### config.mk
export PLATFORM = sky130hd
export DESIGN_NAME = codificador_instrucoes_flat
export DESIGN_NICKNAME = d
export VERILOG_FILES = /design/src/rtl/codificador_instrucoes_pkg.sv /design/src/rtl/codificador_instrucoes_if.sv /design/src/rtl/codificador_instrucoes_campos.sv /design/src/rtl/codificador_instrucoes.sv /design/src/flat_wrapper.sv
export SDC_FILE = /design/constraint.sdc
export NUM_CORES = 1
export LEC_CHECK = 0
export CAP_MARGIN = 20
export CORE_MARGIN = 5
export CORE_UTILIZATION = 48
export CTS_CLUSTER_DIAMETER = 50
export CTS_CLUSTER_SIZE = 25
export DETAILED_ROUTE_END_ITERATION = 16
export GPL_TIMING_DRIVEN = 0
export HOLD_SLACK_MARGIN = 0.12
export MAX_ROUTING_LAYER = met4
export PLACE_DENSITY = 0.8
export SLEW_MARGIN = 20
export SYNTH_ARGS = -nofsm -noshare
export SYNTH_HDL_FRONTEND = slang
export SYNTH_HIERARCHICAL = 1
export SYNTH_SLANG_ARGS = --single-unit
### constraint.sdc
create_clock -name clock -period 2 [get_ports clock]
set_input_delay 0.3 -clock clock [delete_from_list [all_inputs] [get_ports clock]]
set_output_delay 0.3 -clock clock [all_outputs]
set_load 0.02 [all_outputs]
### src/rtl/codificador_instrucoes_pkg.sv
// Shared definitions for the instruction-memory encoder and decoder.
// Holds the op-select encoding used on in_op, the RV32I major opcodes
// and the funct3/funct7 values for the supported subset:
// ADD, OR, SLL, ADDI, LH, SH, BNE.
package codificador_instrucoes_pkg;

  typedef enum logic [2:0] {
    OpAdd  = 3'd0,
    OpOr   = 3'd1,
    OpSll  = 3'd2,
    OpAddi = 3'd3,
    OpLh   = 3'd4,
    OpSh   = 3'd5,
    OpBne  = 3'd6,
    OpRsvd = 3'd7
  } op_t;

  // Major opcodes
  localparam logic [6:0] OpcOp     = 7'b0110011;
  localparam logic [6:0] OpcOpImm  = 7'b0010011;
  localparam logic [6:0] OpcLoad   = 7'b0000011;
  localparam logic [6:0] OpcStore  = 7'b0100011;
  localparam logic [6:0] OpcBranch = 7'b1100011;

  // funct3 / funct7
  localparam logic [2:0] F3Add  = 3'b000;
  localparam logic [2:0] F3Or   = 3'b110;
  localparam logic [2:0] F3Sll  = 3'b001;
  localparam logic [2:0] F3Addi = 3'b000;
  localparam logic [2:0] F3Lh   = 3'b001;
  localparam logic [2:0] F3Sh   = 3'b001;
  localparam logic [2:0] F3Bne  = 3'b001;
  localparam logic [6:0] F7Zero = 7'b0000000;

endpackage

### src/rtl/codificador_instrucoes_if.sv
// Field-bundle input handshake and memory-write output bus of the encoder.
//   in_valid/in_ready : field bundle handshake (in_op, in_rd, in_rs1, in_rs2, in_imm)
//   wr_valid/wr_ready : memory write handshake (wr_addr, wr_data)
// slave  : encoder view (consumes bundles, produces writes)
// master : environment view (producer of bundles, memory sink)
interface codificador_instrucoes_if #(
  parameter int unsigned ADDR_W = 6
);
  logic              in_valid;
  logic              in_ready;
  logic [2:0]        in_op;
  logic [4:0]        in_rd;
  logic [4:0]        in_rs1;
  logic [4:0]        in_rs2;
  logic [11:0]       in_imm;
  logic              wr_valid;
  logic              wr_ready;
  logic [ADDR_W-1:0] wr_addr;
  logic [31:0]       wr_data;

  modport slave (
    input  in_valid, in_op, in_rd, in_rs1, in_rs2, in_imm, wr_ready,
    output in_ready, wr_valid, wr_addr, wr_data
  );

  modport master (
    output in_valid, in_op, in_rd, in_rs1, in_rs2, in_imm, wr_ready,
    input  in_ready, wr_valid, wr_addr, wr_data
  );
endinterface

### src/rtl/codificador_instrucoes_campos.sv
// codificador_campos: combinational field packer.
//   op, rd, rs1, rs2, imm -> word (RV32I encoding), op_valido (0 for reserved op)
// Fields not used by an op are never placed in the word.
module codificador_campos
  import codificador_instrucoes_pkg::*;
(
  input  logic [2:0]  op,
  input  logic [4:0]  rd,
  input  logic [4:0]  rs1,
  input  logic [4:0]  rs2,
  input  logic [11:0] imm,
  output logic [31:0] word,
  output logic        op_valido
);

  always_comb begin
    word      = '0;
    op_valido = 1'b1;
    case (op_t'(op))
      OpAdd:  word = {F7Zero, rs2, rs1, F3Add, rd, OpcOp};
      OpOr:   word = {F7Zero, rs2, rs1, F3Or, rd, OpcOp};
      OpSll:  word = {F7Zero, rs2, rs1, F3Sll, rd, OpcOp};
      OpAddi: word = {imm, rs1, F3Addi, rd, OpcOpImm};
      OpLh:   word = {imm, rs1, F3Lh, rd, OpcLoad};
      OpSh:   word = {imm[11:5], rs2, rs1, F3Sh, imm[4:0], OpcStore};
      // imm holds byte offset[12:1], so imm[11] is offset bit 12
      OpBne:  word = {imm[11], imm[9:4], rs2, rs1, F3Bne, imm[3:0], imm[10], OpcBranch};
      OpRsvd: op_valido = 1'b0;
      default: op_valido = 1'b0;
    endcase
  end

endmodule

### src/rtl/codificador_instrucoes.sv
// codificador_instrucoes: packs field bundles into RV32I words and issues them
// as sequential instruction-memory writes starting at address 0.
//   clock, reset : rising-edge clock, asynchronous active-high reset
//   limpar       : synchronous restart at address 0 (drops any pending write)
//   bus          : bundle input handshake + registered write output (slave view)
//   contagem     : words accepted by the memory
//   cheio        : DEPTH words issued, input closed
//   erro_op      : sticky, a reserved op was consumed
module codificador_instrucoes
  import codificador_instrucoes_pkg::*;
#(
  parameter int unsigned DEPTH  = 50,
  parameter int unsigned ADDR_W = 6
) (
  input  logic                     clock,
  input  logic                     reset,
  input  logic                     limpar,
  codificador_instrucoes_if.slave  bus,
  output logic [ADDR_W:0]          contagem,
  output logic                     cheio,
  output logic                     erro_op
);

  localparam logic [ADDR_W:0] DepthW = (ADDR_W+1)'(DEPTH);
  localparam logic [ADDR_W:0] Uno    = {{ADDR_W{1'b0}}, 1'b1};

  logic [ADDR_W:0]   prox_q, prox_d;
  logic [ADDR_W:0]   contagem_q, contagem_d;
  logic              cheio_q, cheio_d;
  logic              erro_q, erro_d;
  logic              wr_valid_q, wr_valid_d;
  logic [ADDR_W-1:0] wr_addr_q, wr_addr_d;
  logic [31:0]       wr_data_q, wr_data_d;

  logic [31:0] word;
  logic        op_valido;
  logic        aceita, emite, wr_feito;

  codificador_campos u_campos (
    .op        (bus.in_op),
    .rd        (bus.in_rd),
    .rs1       (bus.in_rs1),
    .rs2       (bus.in_rs2),
    .imm       (bus.in_imm),
    .word      (word),
    .op_valido (op_valido)
  );

  // The output stage can take a new word when empty or draining this cycle.
  assign bus.in_ready = !reset && !limpar && !cheio_q && (!wr_valid_q || bus.wr_ready);
  assign aceita       = bus.in_valid && bus.in_ready;
  assign emite        = aceita && op_valido;
  assign wr_feito     = wr_valid_q && bus.wr_ready;

  always_comb begin
    prox_d     = prox_q;
    contagem_d = contagem_q;
    cheio_d    = cheio_q;
    erro_d     = erro_q;
    wr_valid_d = wr_valid_q;
    wr_addr_d  = wr_addr_q;
    wr_data_d  = wr_data_q;
    if (limpar) begin
      prox_d     = '0;
      contagem_d = '0;
      cheio_d    = 1'b0;
      erro_d     = 1'b0;
      wr_valid_d = 1'b0;
    end else begin
      if (wr_feito) begin
        contagem_d = contagem_q + Uno;
        wr_valid_d = 1'b0;
      end
      if (emite) begin
        wr_valid_d = 1'b1;
        wr_addr_d  = prox_q[ADDR_W-1:0];
        wr_data_d  = word;
        prox_d     = prox_q + Uno;
        if (prox_d == DepthW) cheio_d = 1'b1;
      end
      // Reserved op: consumed silently, only the sticky flag records it.
      if (aceita && !op_valido) erro_d = 1'b1;
    end
  end

  always_ff @(posedge clock or posedge reset) begin
    if (reset) begin
      prox_q     <= '0;
      contagem_q <= '0;
      cheio_q    <= 1'b0;
      erro_q     <= 1'b0;
      wr_valid_q <= 1'b0;
      wr_addr_q  <= '0;
      wr_data_q  <= '0;
    end else begin
      prox_q     <= prox_d;
      contagem_q <= contagem_d;
      cheio_q    <= cheio_d;
      erro_q     <= erro_d;
      wr_valid_q <= wr_valid_d;
      wr_addr_q  <= wr_addr_d;
      wr_data_q  <= wr_data_d;
    end
  end

  assign bus.wr_valid = wr_valid_q;
  assign bus.wr_addr  = wr_addr_q;
  assign bus.wr_data  = wr_data_q;
  assign contagem     = contagem_q;
  assign cheio        = cheio_q;
  assign erro_op      = erro_q;

endmodule
### src/flat_wrapper.sv
// flat-port wrapper written by rule: the top's interface ports become plain ports
module codificador_instrucoes_flat import codificador_instrucoes_pkg::*;
#(
  parameter int unsigned DEPTH  = 50,
  parameter int unsigned ADDR_W = 6
)
  (clock, reset, limpar, contagem, cheio, erro_op, bus_in_valid, bus_in_op, bus_in_rd, bus_in_rs1, bus_in_rs2, bus_in_imm, bus_wr_ready, bus_in_ready, bus_wr_valid, bus_wr_addr, bus_wr_data);
  codificador_instrucoes_if #(.ADDR_W(ADDR_W)) bus_i ();
  input  logic clock;
  input  logic reset;
  input  logic limpar;
  output logic [ADDR_W:0] contagem;
  output logic cheio;
  output logic erro_op;
  input wire logic [$bits(bus_i.in_valid)-1:0] bus_in_valid;
  input wire logic [$bits(bus_i.in_op)-1:0] bus_in_op;
  input wire logic [$bits(bus_i.in_rd)-1:0] bus_in_rd;
  input wire logic [$bits(bus_i.in_rs1)-1:0] bus_in_rs1;
  input wire logic [$bits(bus_i.in_rs2)-1:0] bus_in_rs2;
  input wire logic [$bits(bus_i.in_imm)-1:0] bus_in_imm;
  input wire logic [$bits(bus_i.wr_ready)-1:0] bus_wr_ready;
  output wire logic [$bits(bus_i.in_ready)-1:0] bus_in_ready;
  output wire logic [$bits(bus_i.wr_valid)-1:0] bus_wr_valid;
  output wire logic [$bits(bus_i.wr_addr)-1:0] bus_wr_addr;
  output wire logic [$bits(bus_i.wr_data)-1:0] bus_wr_data;
  assign bus_i.in_valid = bus_in_valid;
  assign bus_i.in_op = bus_in_op;
  assign bus_i.in_rd = bus_in_rd;
  assign bus_i.in_rs1 = bus_in_rs1;
  assign bus_i.in_rs2 = bus_in_rs2;
  assign bus_i.in_imm = bus_in_imm;
  assign bus_i.wr_ready = bus_wr_ready;
  assign bus_in_ready = bus_i.in_ready;
  assign bus_wr_valid = bus_i.wr_valid;
  assign bus_wr_addr = bus_i.wr_addr;
  assign bus_wr_data = bus_i.wr_data;
  codificador_instrucoes #(.DEPTH(DEPTH), .ADDR_W(ADDR_W)) u_core (.clock(clock), .reset(reset), .limpar(limpar), .bus(bus_i), .contagem(contagem), .cheio(cheio), .erro_op(erro_op));
endmodule
==> results <==
-- critical path: stages --
cell	delay [ns]
sky130_fd_sc_hd__clkdlybuf4s50_1	0.52
sky130_fd_sc_hd__buf_6	0.20
sky130_fd_sc_hd__nand3_1	0.13
sky130_fd_sc_hd__and2_1	0.18
sky130_fd_sc_hd__and4_1	0.20
sky130_fd_sc_hd__buf_4	0.15
sky130_fd_sc_hd__buf_6	0.14
sky130_fd_sc_hd__buf_6	0.14
sky130_fd_sc_hd__nand2_1	0.07
sky130_fd_sc_hd__nand2_1	0.05
-- power groups by stage --
stage | Clock (mW) | Combinational, mW | Sequential (mW)
floorplan | 0 | 0.256 | 1.47
global placement | 0 | 0.798 | 1.33
detailed placement | 0 | 0.810 | 1.33
CTS | 0.679 | 0.812 | 1.31
global route | 0.716 | 0.879 | 1.32
finish | 0.652 | 0.806 | 1.31
-- cell usage after synthesis (2+ instances only) --
| cell | instances |
|---|---|
| sky130_fd_sc_hd__o21ai_0 | 23 |
| sky130_fd_sc_hd__buf_2 | 9 |
| sky130_fd_sc_hd__and2_1 | 7 |
| sky130_fd_sc_hd__inv_2 | 2 |
| sky130_fd_sc_hd__a2bb2oi_1 | 4 |
| sky130_fd_sc_hd__and3_1 | 9 |
| sky130_fd_sc_hd__nor2_1 | 8 |
| sky130_fd_sc_hd__nand3_1 | 5 |
| sky130_fd_sc_hd__or3_1 | 2 |
| sky130_fd_sc_hd__mux2i_1 | 4 |
| sky130_fd_sc_hd__dfrtp_1 | 55 |
| sky130_fd_sc_hd__a21oi_1 | 5 |
| sky130_fd_sc_hd__nor2b_1 | 5 |
| sky130_fd_sc_hd__inv_1 | 6 |
| sky130_fd_sc_hd__a31oi_1 | 2 |
| sky130_fd_sc_hd__buf_6 | 5 |
| sky130_fd_sc_hd__clkbuf_1 | 5 |
| sky130_fd_sc_hd__ha_1 | 3 |
| sky130_fd_sc_hd__o21ai_1 | 2 |
| sky130_fd_sc_hd__xnor2_1 | 2 |
| sky130_fd_sc_hd__nand4_1 | 3 |
| sky130_fd_sc_hd__o2bb2ai_1 | 2 |
| sky130_fd_sc_hd__a22o_1 | 13 |
| sky130_fd_sc_hd__and4b_1 | 2 |
| sky130_fd_sc_hd__o211ai_1 | 5 |
| sky130_fd_sc_hd__nand2_1 | 132 |
| sky130_fd_sc_hd__buf_4 | 8 |
| sky130_fd_sc_hd__nor2b_2 | 2 |
| sky130_fd_sc_hd__xor2_1 | 3 |
| sky130_fd_sc_hd__nor3_1 | 4 |
-- what timing repair did --
| item | CTS | global route |
|---|---|---|
| pin swaps | 0 | 0 |
| setup endpoints to repair | 44 | 29 |
| resized for setup | 4 | 11 |
-- cell type report --
class,instances,area [µm²],area share (%)
plain buffers,26,200,4.99
clock buffers,8,100,2.49
inverters,8,32.5,0.811
multi-input cells,263,1380,34.4
flip-flops and latches,55,1380,34.3
well taps,75,93.8,2.34
repair buffers,83,830,20.7
-- through the flow --
| step | cell area (µm²) | hold slack (ns) | utilization, % |
|---|---|---|---|
| floorplan | 2970 | 0.473 | - |
| detailed placement | 3890 | 0.462 | 65.4 |
| global placement | 3890 | 0.458 | 65.3 |
| global route | 4010 | 0.506 | 67.4 |
| finish | 4010 | 0.478 | 67.4 |
| CTS | 3990 | 0.485 | 67.1 |
-- worst max path at each step --
stage | to | from | cells after the start
2_1_floorplan | u_core/bus.wr_data[0] | bus_in_op[1] | 10
3_3_place_gp | u_core/bus.wr_data[20] | reset | 2
3_5_place_dp | u_core/bus.wr_valid | bus_in_op[1] | 9
4_1_cts | u_core/bus.wr_data[18] | bus_in_op[0] | 8
5_1_grt | u_core/bus.wr_data[4] | bus_in_op[1] | 10
6_report | u_core/bus.wr_addr[2] | bus_in_op[1] | 10
-- cell families (layout without fill, tap and decap cells) --
logic type | Yosys count | after routing
AO/OA/AOI/OAI | 62 | 62
other | 1 | 2
buffers and inverters | 35 | 125
adder cells (fa/ha/maj) | 3 | 3
XOR/XNOR | 5 | 5
multiplexers | 5 | 5
AND/OR/NAND/NOR | 186 | 186
flip-flops | 55 | 55
-- state kept, by name, indices dropped and copies added, names as in the netlist --
signal	count
u_core/bus.wr_addr	6
u_core/bus.wr_data	32
u_core/bus.wr_valid	1
u_core/cheio	1
u_core/contagem	7
u_core/erro_op	1
u_core/prox_q	7
-- routing by layer --
metal	up-vias	global-route usage [%]
met2	87	33.3
met5	-	-
met3	4	2.14
met1	1289	28.3
met4	0	4.95
li1	1346	-
==> results.md <==
- The final count of pins violating max slew is 0.
- The largest family of logic cells by synthesized area is simple AND/OR/NAND/NOR gates.
- The setup slack of the most critical reg-to-reg path is 0.42 ns.
- The hold path endpoint is u_core/bus.wr_data[14].
- STA classifies the critical path startpoint as a primary input.
- The endpoint arrival time on the critical path is 2.08 ns.
- The number of filler cells placed in the layout is 513.
- The sequential power share is 47.3%.
- The initial utilization of the core area, before any placement, comes to 49.7%.
- After Yosys synthesis, XOR and XNOR cells account for 1.48% of the synthesized area.
- For this design, the sink count on the clock tree is 55.
- Dividing total power by cell area gives a power density of 689 mW/mm².
- 0 antenna diodes ended up in the layout.
- The first global-routing pass estimated 12.5 mm of wire.
- The combinational power share is 29.2%.
- The via count of the first global-routing pass is 2649.
- The die covers 0.00784 mm².
- The H-tree was split into 2 levels.
- The final critical-path share of the clock period is 94.6%.
- The number of port buffers is 83.
- The startpoint of the most critical register-to-register path is u_core/prox_q[0].
- Yosys attributes the largest share of cell area to sky130_fd_sc_hd__dfrtp_1 46%, sky130_fd_sc_hd__nand2_1 17%, sky130_fd_sc_hd__o21ai_0 3.9%.
- The count of endpoints failing hold in the final timing report came to 0.
- The clock tree from TritonCTS is yes.
- The setup skew after layout is 0.00636 ns.
- The commonest non-fill, non-tap cell in the layout is sky130_fd_sc_hd__nand2_1.
- The mapped netlist covers 0.00296 mm².
- The mean routed wirelength per cell is 14.2 µm.
- The I/O pin count is 84.
- The total CTS buffers is 5.
- The final total negative setup slack is 0 ns.
- Entering global routing, the biggest net connects 56 pins.
- The net total in the final layout is 480.
- The die extent in x is 88.6 µm.
- The worst voltage drop across the vdd grid is 396 µV.
- Excluding fillers, the count of instances in the completed layout stands at 518.
- The number of antenna violations at the first check in global routing was 0.
- The cell depth of the worst hold path is 2.
- After detailed routing, the number of remaining DRC violations is 0.
- The sum of met3 wire segment lengths after detailed routing is 355 µm.
- Counting cells, the worst reg-to-reg path comes to 5.
- Relative to the synthesized area, the layout overhead comes to 35.4%.
- For this run, the number of Yosys warnings is 6.
- The clock-pin slew on the worst setup and hold paths is 0.09 ns.
- The fraction of the mapped netlist area in simple logic gates is 27.9%.
- The worst-case setup slack after placement is -0.459 ns.
- Of all flip-flops after synthesis, the portion carrying an async set or reset was 100%.
- The clock share of power is 23.6%.
- Once the clock tree was built, the setup fixing pass inserted 0 buffers.
- The number of placement rows is 28.
- The number of violations of the max-capacitance limit is 0.
- The switching power total is 820 µW.
- The tightest slew margin relative to the limit is 55.5%.
- The highest clock rate is 0.529 GHz.
- The congestion estimate from routability-driven global placement came to 0.873.
- The minimum setup slack in the final design is 0.109 ns.
- For this run, the detailed router's first-pass iteration total came to 4.
- The capture point of the worst reg-to-reg path is u_core/prox_q[6].
- Measured against the total synthesized area, the mux share comes to 1.73%.
- The via count normalized by instance count is 5.26.
- In the layout the commonest cells are 132 x sky130_fd_sc_hd__nand2_1, 82 x sky130_fd_sc_hd__clkdlybuf4s50_1, 55 x sky130_fd_sc_hd__dfrtp_1.
- Counting tap cells, the placed design contains a total of 511 instances.
- The overall overflow remaining after global route is 0.
- The gate count after technology mapping is 352.
- The area of the core region is 0.00596 mm².
- The worst hold path begins at u_core/bus.wr_data[14].
- Of all cell types, the one taking the most synthesized area is sky130_fd_sc_hd__dfrtp_1.
- The synthesized area divided by synthesized cell count is 8.42 µm².
- The most used flip-flop cell after synthesis is sky130_fd_sc_hd__dfrtp_1.
- Counting distinct cell types in the post-synthesis netlist gives 45.
- The tightest min-delay check is of the reg2reg type.
- The required arrival time at the worst endpoint is 2.19 ns.
- From bottom edge to top edge, the die measures 88.6 µm.
- At the pin with the least slew margin, the transition time is 0.667 ns.
- The share of synthesized area in the top cell type comes to 46.5%.
- The routed length on met2 is 3.57 mm.
- The violation count after the first detailed-route iteration is 152.
- Detailed placement finished with a half-perimeter wire length of 5.62 mm.
- The post-layout minimum cycle time is 1.89 ns.
- The leakage power is 1.91 nW.
- Of the synthesized area, sequential elements account for 46.5%.
- The total wirelength of the detailed-routed design is 7.36 mm.
- The element type at the critical path end is a flop.
- The antenna violation net count after detailed routing is 0.
- The deepest clock path buffer count is 2.
- Cells with a size suffix above 1 make up 9.03% of the layout.
- The area share of fa/ha/maj cells after synthesis is 1.27%.
- The routed layout has 2726 vias.
- The internal portion of the total power is 1.94 mW.
- For this run, the total global-route usage over all layers was measured as 20.7%.
- The design draws 2.76 mW.
- In this run, post-CTS hold repair placed 0 buffers.
- The clock network latency to the later pin of the worst-skew pair is 0.30 ns.
- Of all nets on the critical path, the largest fanout is 19.
- The cell sitting at the root of the clock tree is a sky130_fd_sc_hd__clkbuf_8.
- The run finished with clean final reports.
- The startpoint-to-endpoint class of the critical path is in2reg.
- The proportion of total power due to net switching is 29.7%.
- The synthesized netlist devotes 14.0% of its cell area to compound gates.
- Yosys mapped a number of flops with a built-in enable equal to 0.
- The detailed router put a total of 3.38 mm of wire on met1.
- The final-report setup violation count is 0.
- The register bit count reported by yosys is 55.
- The highest layer touched by signal routing is met4.
Note: power is estimated with default switching activity, not from simulation.
